## src/rtl/rob_interface_pkg.sv

```systemverilog
// rtl/rob_interface_pkg.sv - shared types and widths for the dispatch / ROB interface
// Contents: GPR_SIZE, ROB_IDX_SIZE, STUR_CNT_W, fu_id_t, fu_op_t, nzcv_t, rob_sigs_t
package rob_interface_pkg;

  localparam int GPR_SIZE     = 64;
  localparam int ROB_IDX_SIZE = 4;
  localparam int STUR_CNT_W   = 4;

  typedef enum logic {
    FU_ALU = 1'b0,
    FU_LS  = 1'b1
  } fu_id_t;

  typedef enum logic [3:0] {
    FU_OP_ADD    = 4'd0,
    FU_OP_SUB    = 4'd1,
    FU_OP_AND    = 4'd2,
    FU_OP_ORR    = 4'd3,
    FU_OP_MOV    = 4'd4,
    FU_OP_B_COND = 4'd5,
    FU_OP_LDUR   = 4'd6,
    FU_OP_STUR   = 4'd7
  } fu_op_t;

  typedef logic [3:0] nzcv_t;

  typedef struct packed {
    logic                    done;
    fu_id_t                  fu_id;
    fu_op_t                  fu_op;
    logic [ROB_IDX_SIZE-1:0] dst_rob_index;
    logic                    val_a_valid;
    logic [GPR_SIZE-1:0]     val_a_value;
    logic [ROB_IDX_SIZE-1:0] val_a_rob_index;
    logic                    val_b_valid;
    logic [GPR_SIZE-1:0]     val_b_value;
    logic [ROB_IDX_SIZE-1:0] val_b_rob_index;
    logic                    nzcv_valid;
    logic [ROB_IDX_SIZE-1:0] nzcv_rob_index;
    nzcv_t                   nzcv;
    logic                    set_nzcv;
    logic                    uses_nzcv;
    logic [3:0]              cond_codes;
    logic [STUR_CNT_W-1:0]   stur_counter;
  } rob_sigs_t;

endpackage

```

## src/rtl/rob_interface_operand_resolver.sv

```systemverilog
// rtl/rob_interface_operand_resolver.sv - picks one source operand from regfile, broadcast or completed ROB entry
// Ports: in_flight/rob_index/reg_value/rob_done/rob_value describe the source,
//        bcast_done/bcast_ok/bcast_index/bcast_value describe this cycle's FU broadcast,
//        valid/value are the resolved operand (value 0 when still waiting on the producer).
module operand_resolver
  import rob_interface_pkg::*;
#(
  parameter int W = GPR_SIZE
) (
  input  logic                    in_flight,
  input  logic [ROB_IDX_SIZE-1:0] rob_index,
  input  logic [W-1:0]            reg_value,
  input  logic                    rob_done,
  input  logic [W-1:0]            rob_value,
  input  logic                    bcast_done,
  input  logic                    bcast_ok,
  input  logic [ROB_IDX_SIZE-1:0] bcast_index,
  input  logic [W-1:0]            bcast_value,
  output logic                    valid,
  output logic [W-1:0]            value
);

  // bcast_ok lets the flags instance require that the broadcasting instr actually wrote NZCV.
  always_comb begin
    valid = 1'b0;
    value = '0;
    if (!in_flight) begin
      valid = 1'b1;
      value = reg_value;
    end else if (bcast_done && bcast_ok && (bcast_index == rob_index)) begin
      valid = 1'b1;
      value = bcast_value;
    end else if (rob_done) begin
      valid = 1'b1;
      value = rob_value;
    end
  end

endmodule

```

## src/rtl/rob_interface.sv

```systemverilog
// rtl/rob_interface.sv - dispatch stage: operand resolution, RS backpressure, pending-STUR count, registered bundle
// Ports: in_clk/in_rst_n clock and sync active-low reset; in_dispatch_valid/in_fu_*/in_dst_rob_index/
//        in_*nzcv*/in_cond_codes describe the instr; in_{a,b,nzcv}_* source lookups; in_bcast_* FU
//        broadcast; in_rs_*_has_free RS space; in_stur_retire store commit; in_mispred flush;
//        out_stall comb backpressure; out_sigs registered dispatch bundle.
module rob_interface
  import rob_interface_pkg::*;
(
  input  logic                    in_clk,
  input  logic                    in_rst_n,
  input  logic                    in_dispatch_valid,
  input  fu_id_t                  in_fu_id,
  input  fu_op_t                  in_fu_op,
  input  logic [ROB_IDX_SIZE-1:0] in_dst_rob_index,
  input  logic                    in_set_nzcv,
  input  logic                    in_uses_nzcv,
  input  logic [3:0]              in_cond_codes,
  input  logic                    in_a_in_flight,
  input  logic [ROB_IDX_SIZE-1:0] in_a_rob_index,
  input  logic [GPR_SIZE-1:0]     in_a_reg_value,
  input  logic                    in_a_rob_done,
  input  logic [GPR_SIZE-1:0]     in_a_rob_value,
  input  logic                    in_b_in_flight,
  input  logic [ROB_IDX_SIZE-1:0] in_b_rob_index,
  input  logic [GPR_SIZE-1:0]     in_b_reg_value,
  input  logic                    in_b_rob_done,
  input  logic [GPR_SIZE-1:0]     in_b_rob_value,
  input  logic                    in_nzcv_in_flight,
  input  logic [ROB_IDX_SIZE-1:0] in_nzcv_rob_index,
  input  nzcv_t                   in_nzcv_reg,
  input  logic                    in_nzcv_rob_done,
  input  nzcv_t                   in_nzcv_rob_value,
  input  logic                    in_bcast_done,
  input  logic [ROB_IDX_SIZE-1:0] in_bcast_index,
  input  logic [GPR_SIZE-1:0]     in_bcast_value,
  input  logic                    in_bcast_set_nzcv,
  input  nzcv_t                   in_bcast_nzcv,
  input  logic                    in_rs_alu_has_free,
  input  logic                    in_rs_ls_has_free,
  input  logic                    in_stur_retire,
  input  logic                    in_mispred,
  output logic                    out_stall,
  output rob_sigs_t               out_sigs
);

  localparam logic [STUR_CNT_W-1:0] STUR_MAX = '1;
  localparam logic [STUR_CNT_W-1:0] STUR_ONE = STUR_CNT_W'(1);

  logic                  a_valid, b_valid, nzcv_res_valid;
  logic [GPR_SIZE-1:0]   a_value, b_value;
  nzcv_t                 nzcv_value;
  logic                  accept;
  logic                  stur_inc;
  logic [STUR_CNT_W-1:0] stur_next;
  rob_sigs_t             next_sigs;

  operand_resolver #(.W(GPR_SIZE)) u_res_a (
    .in_flight   (in_a_in_flight),
    .rob_index   (in_a_rob_index),
    .reg_value   (in_a_reg_value),
    .rob_done    (in_a_rob_done),
    .rob_value   (in_a_rob_value),
    .bcast_done  (in_bcast_done),
    .bcast_ok    (1'b1),
    .bcast_index (in_bcast_index),
    .bcast_value (in_bcast_value),
    .valid       (a_valid),
    .value       (a_value)
  );

  operand_resolver #(.W(GPR_SIZE)) u_res_b (
    .in_flight   (in_b_in_flight),
    .rob_index   (in_b_rob_index),
    .reg_value   (in_b_reg_value),
    .rob_done    (in_b_rob_done),
    .rob_value   (in_b_rob_value),
    .bcast_done  (in_bcast_done),
    .bcast_ok    (1'b1),
    .bcast_index (in_bcast_index),
    .bcast_value (in_bcast_value),
    .valid       (b_valid),
    .value       (b_value)
  );

  operand_resolver #(.W(4)) u_res_nzcv (
    .in_flight   (in_nzcv_in_flight),
    .rob_index   (in_nzcv_rob_index),
    .reg_value   (in_nzcv_reg),
    .rob_done    (in_nzcv_rob_done),
    .rob_value   (in_nzcv_rob_value),
    .bcast_done  (in_bcast_done),
    .bcast_ok    (in_bcast_set_nzcv),
    .bcast_index (in_bcast_index),
    .bcast_value (in_bcast_nzcv),
    .valid       (nzcv_res_valid),
    .value       (nzcv_value)
  );

  always_comb begin
    out_stall = 1'b0;
    if (in_dispatch_valid) begin
      out_stall = (in_fu_id == FU_ALU) ? !in_rs_alu_has_free : !in_rs_ls_has_free;
    end
  end

  assign accept   = in_dispatch_valid && !out_stall && !in_mispred;
  assign stur_inc = accept && (in_fu_op == FU_OP_STUR);

  // Simultaneous increment and retire cancel; otherwise step and clamp at both ends.
  always_comb begin
    stur_next = out_sigs.stur_counter;
    if (stur_inc && !in_stur_retire && (out_sigs.stur_counter != STUR_MAX)) begin
      stur_next = out_sigs.stur_counter + STUR_ONE;
    end else if (in_stur_retire && !stur_inc && (out_sigs.stur_counter != '0)) begin
      stur_next = out_sigs.stur_counter - STUR_ONE;
    end
  end

  // Payload is loaded every cycle; the RS only looks at it when done is set.
  always_comb begin
    next_sigs                 = '0;
    next_sigs.done            = accept;
    next_sigs.fu_id           = in_fu_id;
    next_sigs.fu_op           = in_fu_op;
    next_sigs.dst_rob_index   = in_dst_rob_index;
    next_sigs.val_a_valid     = a_valid;
    next_sigs.val_a_value     = a_value;
    next_sigs.val_a_rob_index = in_a_rob_index;
    next_sigs.val_b_valid     = b_valid;
    next_sigs.val_b_value     = b_value;
    next_sigs.val_b_rob_index = in_b_rob_index;
    next_sigs.nzcv_valid      = nzcv_res_valid || !in_uses_nzcv;
    next_sigs.nzcv_rob_index  = in_nzcv_rob_index;
    next_sigs.nzcv            = nzcv_value;
    next_sigs.set_nzcv        = in_set_nzcv;
    next_sigs.uses_nzcv       = in_uses_nzcv;
    next_sigs.cond_codes      = in_cond_codes;
    next_sigs.stur_counter    = stur_next;
  end

  always_ff @(posedge in_clk) begin
    if (!in_rst_n) begin
      out_sigs <= '0;
    end else begin
      out_sigs <= next_sigs;
    end
  end

endmodule

```

## config.mk

```make
export PLATFORM = sky130hd
export DESIGN_NAME = rob_interface
export DESIGN_NICKNAME = d
export VERILOG_FILES = /design/src/rtl/rob_interface_pkg.sv /design/src/rtl/rob_interface_operand_resolver.sv /design/src/rtl/rob_interface.sv
export SDC_FILE = /design/constraint.sdc
export NUM_CORES = 1
export LEC_CHECK = 0
export BUFFER_PORTS_ARGS = -buffer_cell sky130_fd_sc_hd__buf_2
export CAP_MARGIN = 20
export CORE_AREA = 2 2 214 216
export DETAILED_ROUTE_END_ITERATION = 7
export DIE_AREA = 0 0 216 218
export GPL_TIMING_DRIVEN = 1
export HOLD_SLACK_MARGIN = 0.03
export SKIP_CTS_REPAIR_TIMING = 1
export SLEW_MARGIN = 5
export SYNTH_ARGS = -nofsm -noshare
export SYNTH_HDL_FRONTEND = slang
export SYNTH_HIERARCHICAL = 1
export SYNTH_SLANG_ARGS = --single-unit
```

## constraint.sdc

```tcl
create_clock -name in_clk -period 2.2 [get_ports in_clk]
set_clock_uncertainty 0.1 [all_clocks]
set_input_delay 0 -clock in_clk [delete_from_list [all_inputs] [get_ports in_clk]]
set_output_delay 0 -clock in_clk [all_outputs]
set_load 0.01 [all_outputs]
```

==> results of run 1 <==
report_power, final:
| group | total [mW] | internal, mW | leakage, nW | switching [mW] |
|---|---|---|---|---|
| sequential | 3.30 | 3.21 | 1.38 | 0.0834 |
| clock | 3.00 | 1.50 | 0.276 | 1.50 |
| combinational | 2.07 | 1.19 | 5.43 | 0.885 |
worst max-delay path by stage:
stage	startpoint	end	slack (ns)	cells after the start
floorplan	out_sigs[1]	out_sigs[3]	0.14	8
global route	in_nzcv_rob_index[3]	out_sigs[18]	-0.06	9
global placement	in_b_rob_index[3]	out_sigs[49]	0.09	6
CTS	out_sigs[1]	out_sigs[3]	0.13	8
finish	in_b_rob_index[2]	out_sigs[49]	0.04	7
detailed placement	in_b_rob_index[3]	out_sigs[49]	0.06	6
through the flow:
stage / setup slack [ns] / util [%]
floorplan: 0.140 / -
global placement: 0.0850 / 24.0
detailed placement: 0.0567 / 24.0
CTS: 0.130 / 25.3
global route: -0.0613 / 33.6
finish: 0.0372 / 33.6
kinds of logic (layout without fill, tap and decap cells):
kind of cell,Yosys count,after routing,share of synthesized area [%]
other cells,1,8,0.0502
xor+xnor,10,10,1.17
mux,5,5,0.720
buf+inv,69,969,4.98
compound gates,150,150,19.9
fa+ha+maj,3,3,0.603
flops,167,167,44.8
simple gates,328,328,27.8
per-layer routing:
layer | vias up | share of wire, % | GRT usage [%]
li1 | 4397 | - | -
met1 | 4513 | 36 | 14.9
met2 | 727 | 49 | 23.1
met3 | 192 | 9.6 | 4.76
met4 | 0 | 6.0 | 7.40
met5 | - | 0 | 0
layout by cell type (no fill, tap or decap), types with 8 or more instances in the layout:
master           n
buf_4            9
buf_2          544
dfxtp_1        165
xnor2_1          9
clkbuf_16       17
inv_1           10
a221o_1        131
nand2_1          8
dlygate4sd3_1  370
nor2b_1        131
and2_1         163
worst max-delay path: stages:
cell and delay, ns:
dlygate4sd3_1 0.58, buf_2 0.16, xnor2_1 0.18, nand3_1 0.19, o211a_4 0.60, a221o_1 0.51
and2_1 0.17
cell type report:
type | instances | area, um2
antenna | 4 | 10.0
clock buffer | 18 | 429
clock inverter | 14 | 133
fill | 4367 | 29800
inverter | 10 | 37.5
multi-input combinational | 500 | 3790
sequential | 167 | 3350
tap | 600 | 751
timing repair buffer | 927 | 6570
==> reports/results.ini, run 1 <==
[sta]
slew_headroom_pct=31.4
worstMarginPinSlew_ns=1.03
slew_violations=0
hold_viol=0
whs_ns=0.0118
finalSetupViolCount=0
min_period_ns=2.16
min_period_over_period_pct=98.3
fmax_mhz=462
tns_ns=0

[pwr]
cellPowerDensity_nw_per_um2=555
p_leak_nw=7.09
peakVddDrop_mv=0.457
p_total_mw=8.37

[critical_path]
timing.rr.start=out_sigs[2]
endpoint_kind=flop
rr_worst_depth=8
rrSetupSlack_ns=0.18
cp_max_fo=63
crit_arrival_ns=2.44
path_class=primary input to flop
reg2reg_to=out_sigs[3]
cp-start-kind=primary input
crit_required_ns=2.48

[logic_synthesis]
synth_most_common_cell=dfxtp_1
ys_types=42
ys_warn_count=6
ys_ff_latch=167
syn_avg_cell_area_um2=10.2
ys.flop_type=dfxtp_1
yosysTopAreaCellShare_pct=44.8
synth-edff-count=0
async_flop_share_pct=0
synthesis.instances=733
ys_seq_area_share_pct=44.8
ys_top_cells_by_area=dfxtp_1, a221o_1, and2_1
synth_area_leader_cell=dfxtp_1
synthTopCellsByCount=dfxtp_1, and2_1, a221o_1, nor2b_1, clkbuf_1
syn-cell-area_um2=7470

[global_route]
grt_max_degree=80
grt_use_total_pct=13.6
overflow=0
grt_pass1_vias=7967
grt_pass1_wl_um=47100
grt_antenna_before_repair=4

[route]
wl_per_cell_um=18.3
route.detailed.drc=0
vias=9829
drt-pass1-iter-count=5
ant_nets=0
wirelength_um=41000
first_iter_violations=659
viasPerCell=4.39

[cts]
ctsHtreeMaxLevel=4
cts_tree=done
clkSinkCount=167
ctsRootBufferMaster=clkbuf_16
cts-buffers-inserted=17
cts_buffer_depth=2
clkLatencyLatePin_ns=0.48
path_clk_slew_ns=0.07

[place]
gp_congestion=0.957
post-dp-hpwl_um=26000
placed_area_um2=10800
portBuffers=545
dp_cells=1834

[floorplan]
die-area_um2=47100
die_h_um=218
die_x_um=216
core_region_area_um2=44900
start_util_pct=16.6
ios=546
num_rows=78

[run_status]
outcome=finished, final reports clean

[worst_hold_path]
hold_path_class=primary input to flop
hp-start=in_b_in_flight
holdPathStages=4
whs_endpoint=out_sigs[80]

[cells_and_area]
top_register=out_sigs
largest_register_ffs=167
area_growth_pct=102
nNetsFinal=2004
top_regs=out_sigs x167
drive_above_1_share_pct=36.9
stdcell_count=2240
stdcell_area_um2=15100

[run]
cap_violations=0

Note: power is estimated with default switching activity, not from simulation.
==> run 2: changes to the inputs <==
--- a/config.mk
+++ b/config.mk
@@ -7,11 +7,13 @@
 export LEC_CHECK = 0
 export BUFFER_PORTS_ARGS = -buffer_cell sky130_fd_sc_hd__buf_2
 export CAP_MARGIN = 20
-export CORE_AREA = 2 2 214 216
+export CORE_AREA = 8 8 208 210
 export DETAILED_ROUTE_END_ITERATION = 7
 export DIE_AREA = 0 0 216 218
+export GPL_ROUTABILITY_DRIVEN = 1
 export GPL_TIMING_DRIVEN = 1
 export HOLD_SLACK_MARGIN = 0.03
+export REMOVE_ABC_BUFFERS = 1
 export SKIP_CTS_REPAIR_TIMING = 1
 export SLEW_MARGIN = 5
 export SYNTH_ARGS = -nofsm -noshare
==> run 2 against run 1 <==
Effect of this change: synthesized area is the same; synthesized cell count unchanged; the flow now stops in global routing.
==> reports/results.ini, run 2 <==
[logic_synthesis]
synthTopCellsByCount=dfxtp_1, and2_1, a221o_1, nor2b_1, clkbuf_1
synth-edff-count=0
synth-xor-area-share_pct=1.17
async_flop_share_pct=0
ys_warn_count=6
synth_most_common_cell=dfxtp_1
synth_mux_area_share_pct=0.721
ys_top_cells_by_area=dfxtp_1, a221o_1, and2_1
ys_types=42
ys_seq_area_share_pct=44.8
synth_area_leader_cell=dfxtp_1
syn_avg_cell_area_um2=10.2
ys_ff_latch=167
synth_fa_ha_area_share_pct=0.603
synthesis.instances=733
ys.flop_type=dfxtp_1
synth_compound_area_share_pct=19.9
syn-cell-area_um2=7470
synthSimpleGateAreaFrac_pct=27.8
synth_top_family_by_area=simple AND/OR/NAND/NOR gates
yosysTopAreaCellShare_pct=44.8

[cts]
cts_buffer_depth=2
ctsRootBufferMaster=clkbuf_16
cts-buffers-inserted=17
clkSinkCount=167
ctsHtreeMaxLevel=4

[place]
gp_congestion=0.842
post-dp-hpwl_um=27900
portBuffers=545
dp_cells=1773

[sta]
crit_endpoint=out_sigs[3]$_SDFFE_PN0P_/D
worstEndpointType=register input

[floorplan]
start_util_pct=18.6
die_x_um=216
num_rows=74
ios=546
die_h_um=218

[run_status]
stop_stage=global routing
error=[ERROR RSZ-0060] Max buffer count reached.
outcome=stopped before the end

[global_route]
grt_max_degree=94

## run 2: cell counts after synthesis
No cell type changed its count.
## run 2: metrics by stage
stage,worst slack [ns],cell area (um2)
global placement,0.219,10800
detailed placement,0.164,10800
floorplan,-0.569,7140
CTS,0.152,11400
## run 2: cells by family after synthesis
kind of cell	count (synthesis)
mux	5
other cells	1
xor+xnor	10
buf+inv	69
fa+ha+maj	3
compound gates	150
flops	167
simple gates	328
==> run 3: changes to the inputs <==
--- a/config.mk
+++ b/config.mk
@@ -7,12 +7,12 @@
 export LEC_CHECK = 0
 export BUFFER_PORTS_ARGS = -buffer_cell sky130_fd_sc_hd__buf_2
 export CAP_MARGIN = 20
-export CORE_AREA = 8 8 208 210
+export CORE_AREA = 8 8 206 208
 export DETAILED_ROUTE_END_ITERATION = 7
-export DIE_AREA = 0 0 216 218
+export DIE_AREA = 0 0 214 216
 export GPL_ROUTABILITY_DRIVEN = 1
 export GPL_TIMING_DRIVEN = 1
-export HOLD_SLACK_MARGIN = 0.03
+export PLACE_DENSITY_LB_ADDON = 0.15
 export REMOVE_ABC_BUFFERS = 1
 export SKIP_CTS_REPAIR_TIMING = 1
 export SLEW_MARGIN = 5
==> run 3 against run 2 <==
Effect of this change: the flow now finishes, with violations (hold timing).
==> reports/results.ini, run 3 (synthesis gave the netlist of run 1 again) <==
[run_status]
outcome=finished with violations
violations=hold timing

[pwr]
p_leak_nw=7.07
cellPowerDensity_nw_per_um2=579
peakVddDrop_mv=0.508

[cts]
ctsRootBufferMaster=clkbuf_16
clkLatencyLatePin_ns=0.44
ctsHtreeMaxLevel=4
cts_buffer_depth=2
cts-buffers-inserted=17
cts_tree=done
path_clk_slew_ns=0.07
clkSinkCount=167

[cells_and_area]
n_fill_cell=3952
area_growth_pct=100
drive_above_1_share_pct=37.2
multi_input_area_um2=3790
top_regs=out_sigs x167
layout_common_cells=buf_2, dlygate4sd3_1, dfxtp_1
regArea_um2=3340
stdcell_area_um2=14900
top_register=out_sigs
final_common_cell=buf_2
largest_register_ffs=167
nNetsFinal=1992

[route]
viasPerCell=4.26
wirelength_um=41500
ant_nets=0
route.detailed.drc=0
drt-pass1-iter-count=6
vias=9174
first_iter_violations=473
wl_per_cell_um=19.3

[floorplan]
num_rows=73
start_util_pct=19.1
core_region_area_um2=39200
die_h_um=216
die-area_um2=46200
die_x_um=214
ios=546

[sta]
rsz0062_at_grt=false
fmax_mhz=458
min_period_ns=2.18
tns_ns=0
min_period_over_period_pct=99.3
slew_violations=0
whs_ns=-0.0232
hold_viol=1
slew_headroom_pct=31.5
timing.final.ws_setup_ns=0.0157
finalSetupViolCount=0
worstMarginPinSlew_ns=1.03

[critical_path]
endpoint_kind=flop
crit_arrival_ns=2.42
crit_required_ns=2.44
path_class=primary input to flop
cp-start-kind=primary input
crit_path_start=in_a_rob_index[3]
cp_max_fo=63
timing.rr.start=out_sigs[1]

[place]
place_ws_ns=0.121
post-dp-hpwl_um=29600
portBuffers=545
placed_area_um2=10700
gp_congestion=0.796

[global_route]
grt_pass1_vias=8274
grt_use_total_pct=15.7
grt_max_degree=87
grt_pass1_wl_um=55000
grt_antenna_before_repair=3
overflow=0

[run]
cap_violations=0

[worst_hold_path]
hold_path_class=primary input to flop
hp-start=in_b_rob_value[61]

==> run 3: through the flow <==
step                      std cells  total power [mW]  utilization [%]
after detailed placement       1760              4.87             27.4
after floorplan                 677              4.00                -
final                          2151              8.64             38.1
after CTS                      1792              8.26             29.0
after global placement         1760              4.87             27.4
after global routing           2151              9.06             38.1
==> run 3: worst max-delay path, stage by stage <==
cell           delay (ns)
dlygate4sd3_1        0.53
buf_2                0.14
xnor2_1              0.21
nand3_1              0.21
o211a_4              0.60
a221o_1              0.51
and2_1               0.17
==> run 3: final cells by class <==
class                           count  share of cell area, %
Clock buffer                       20                   3.12
Sequential cell                   167                   22.4
Antenna cell                        2                 0.0335
Tap cell                          525                   4.40
Multi-Input combinational cell    500                   25.4
Timing Repair Buffer              915                   43.4
Inverter                           10                  0.251
Clock inverter                     12                   1.09
==> run 3: path summary, 6_finish.rpt <==
kind                                       to  slack (ns)  cells after the start
worst max-delay path            out_sigs[128]        0.02                      7
worst min-delay path             out_sigs[84]       -0.02                      5
worst max register to register    out_sigs[3]        0.18                      8
worst min register to register    out_sigs[2]        0.43                      2
==> run 3: layer usage <==
metal | vias to the layer above | track usage [%] | routed length, um
met1 | 4305 | 17.0 | 16500
met4 | 0 | 4.07 | 820
met3 | 63 | 7.57 | 3340
li1 | 4371 | - | -
met5 | - | 0 | 0
met2 | 435 | 27.1 | 20800
==> run 3: power breakdown <==
group,switching (mW),internal [mW],total (mW)
registers,0.0672,3.21,3.28
logic,0.858,1.18,2.04
clock network,1.42,1.90,3.32
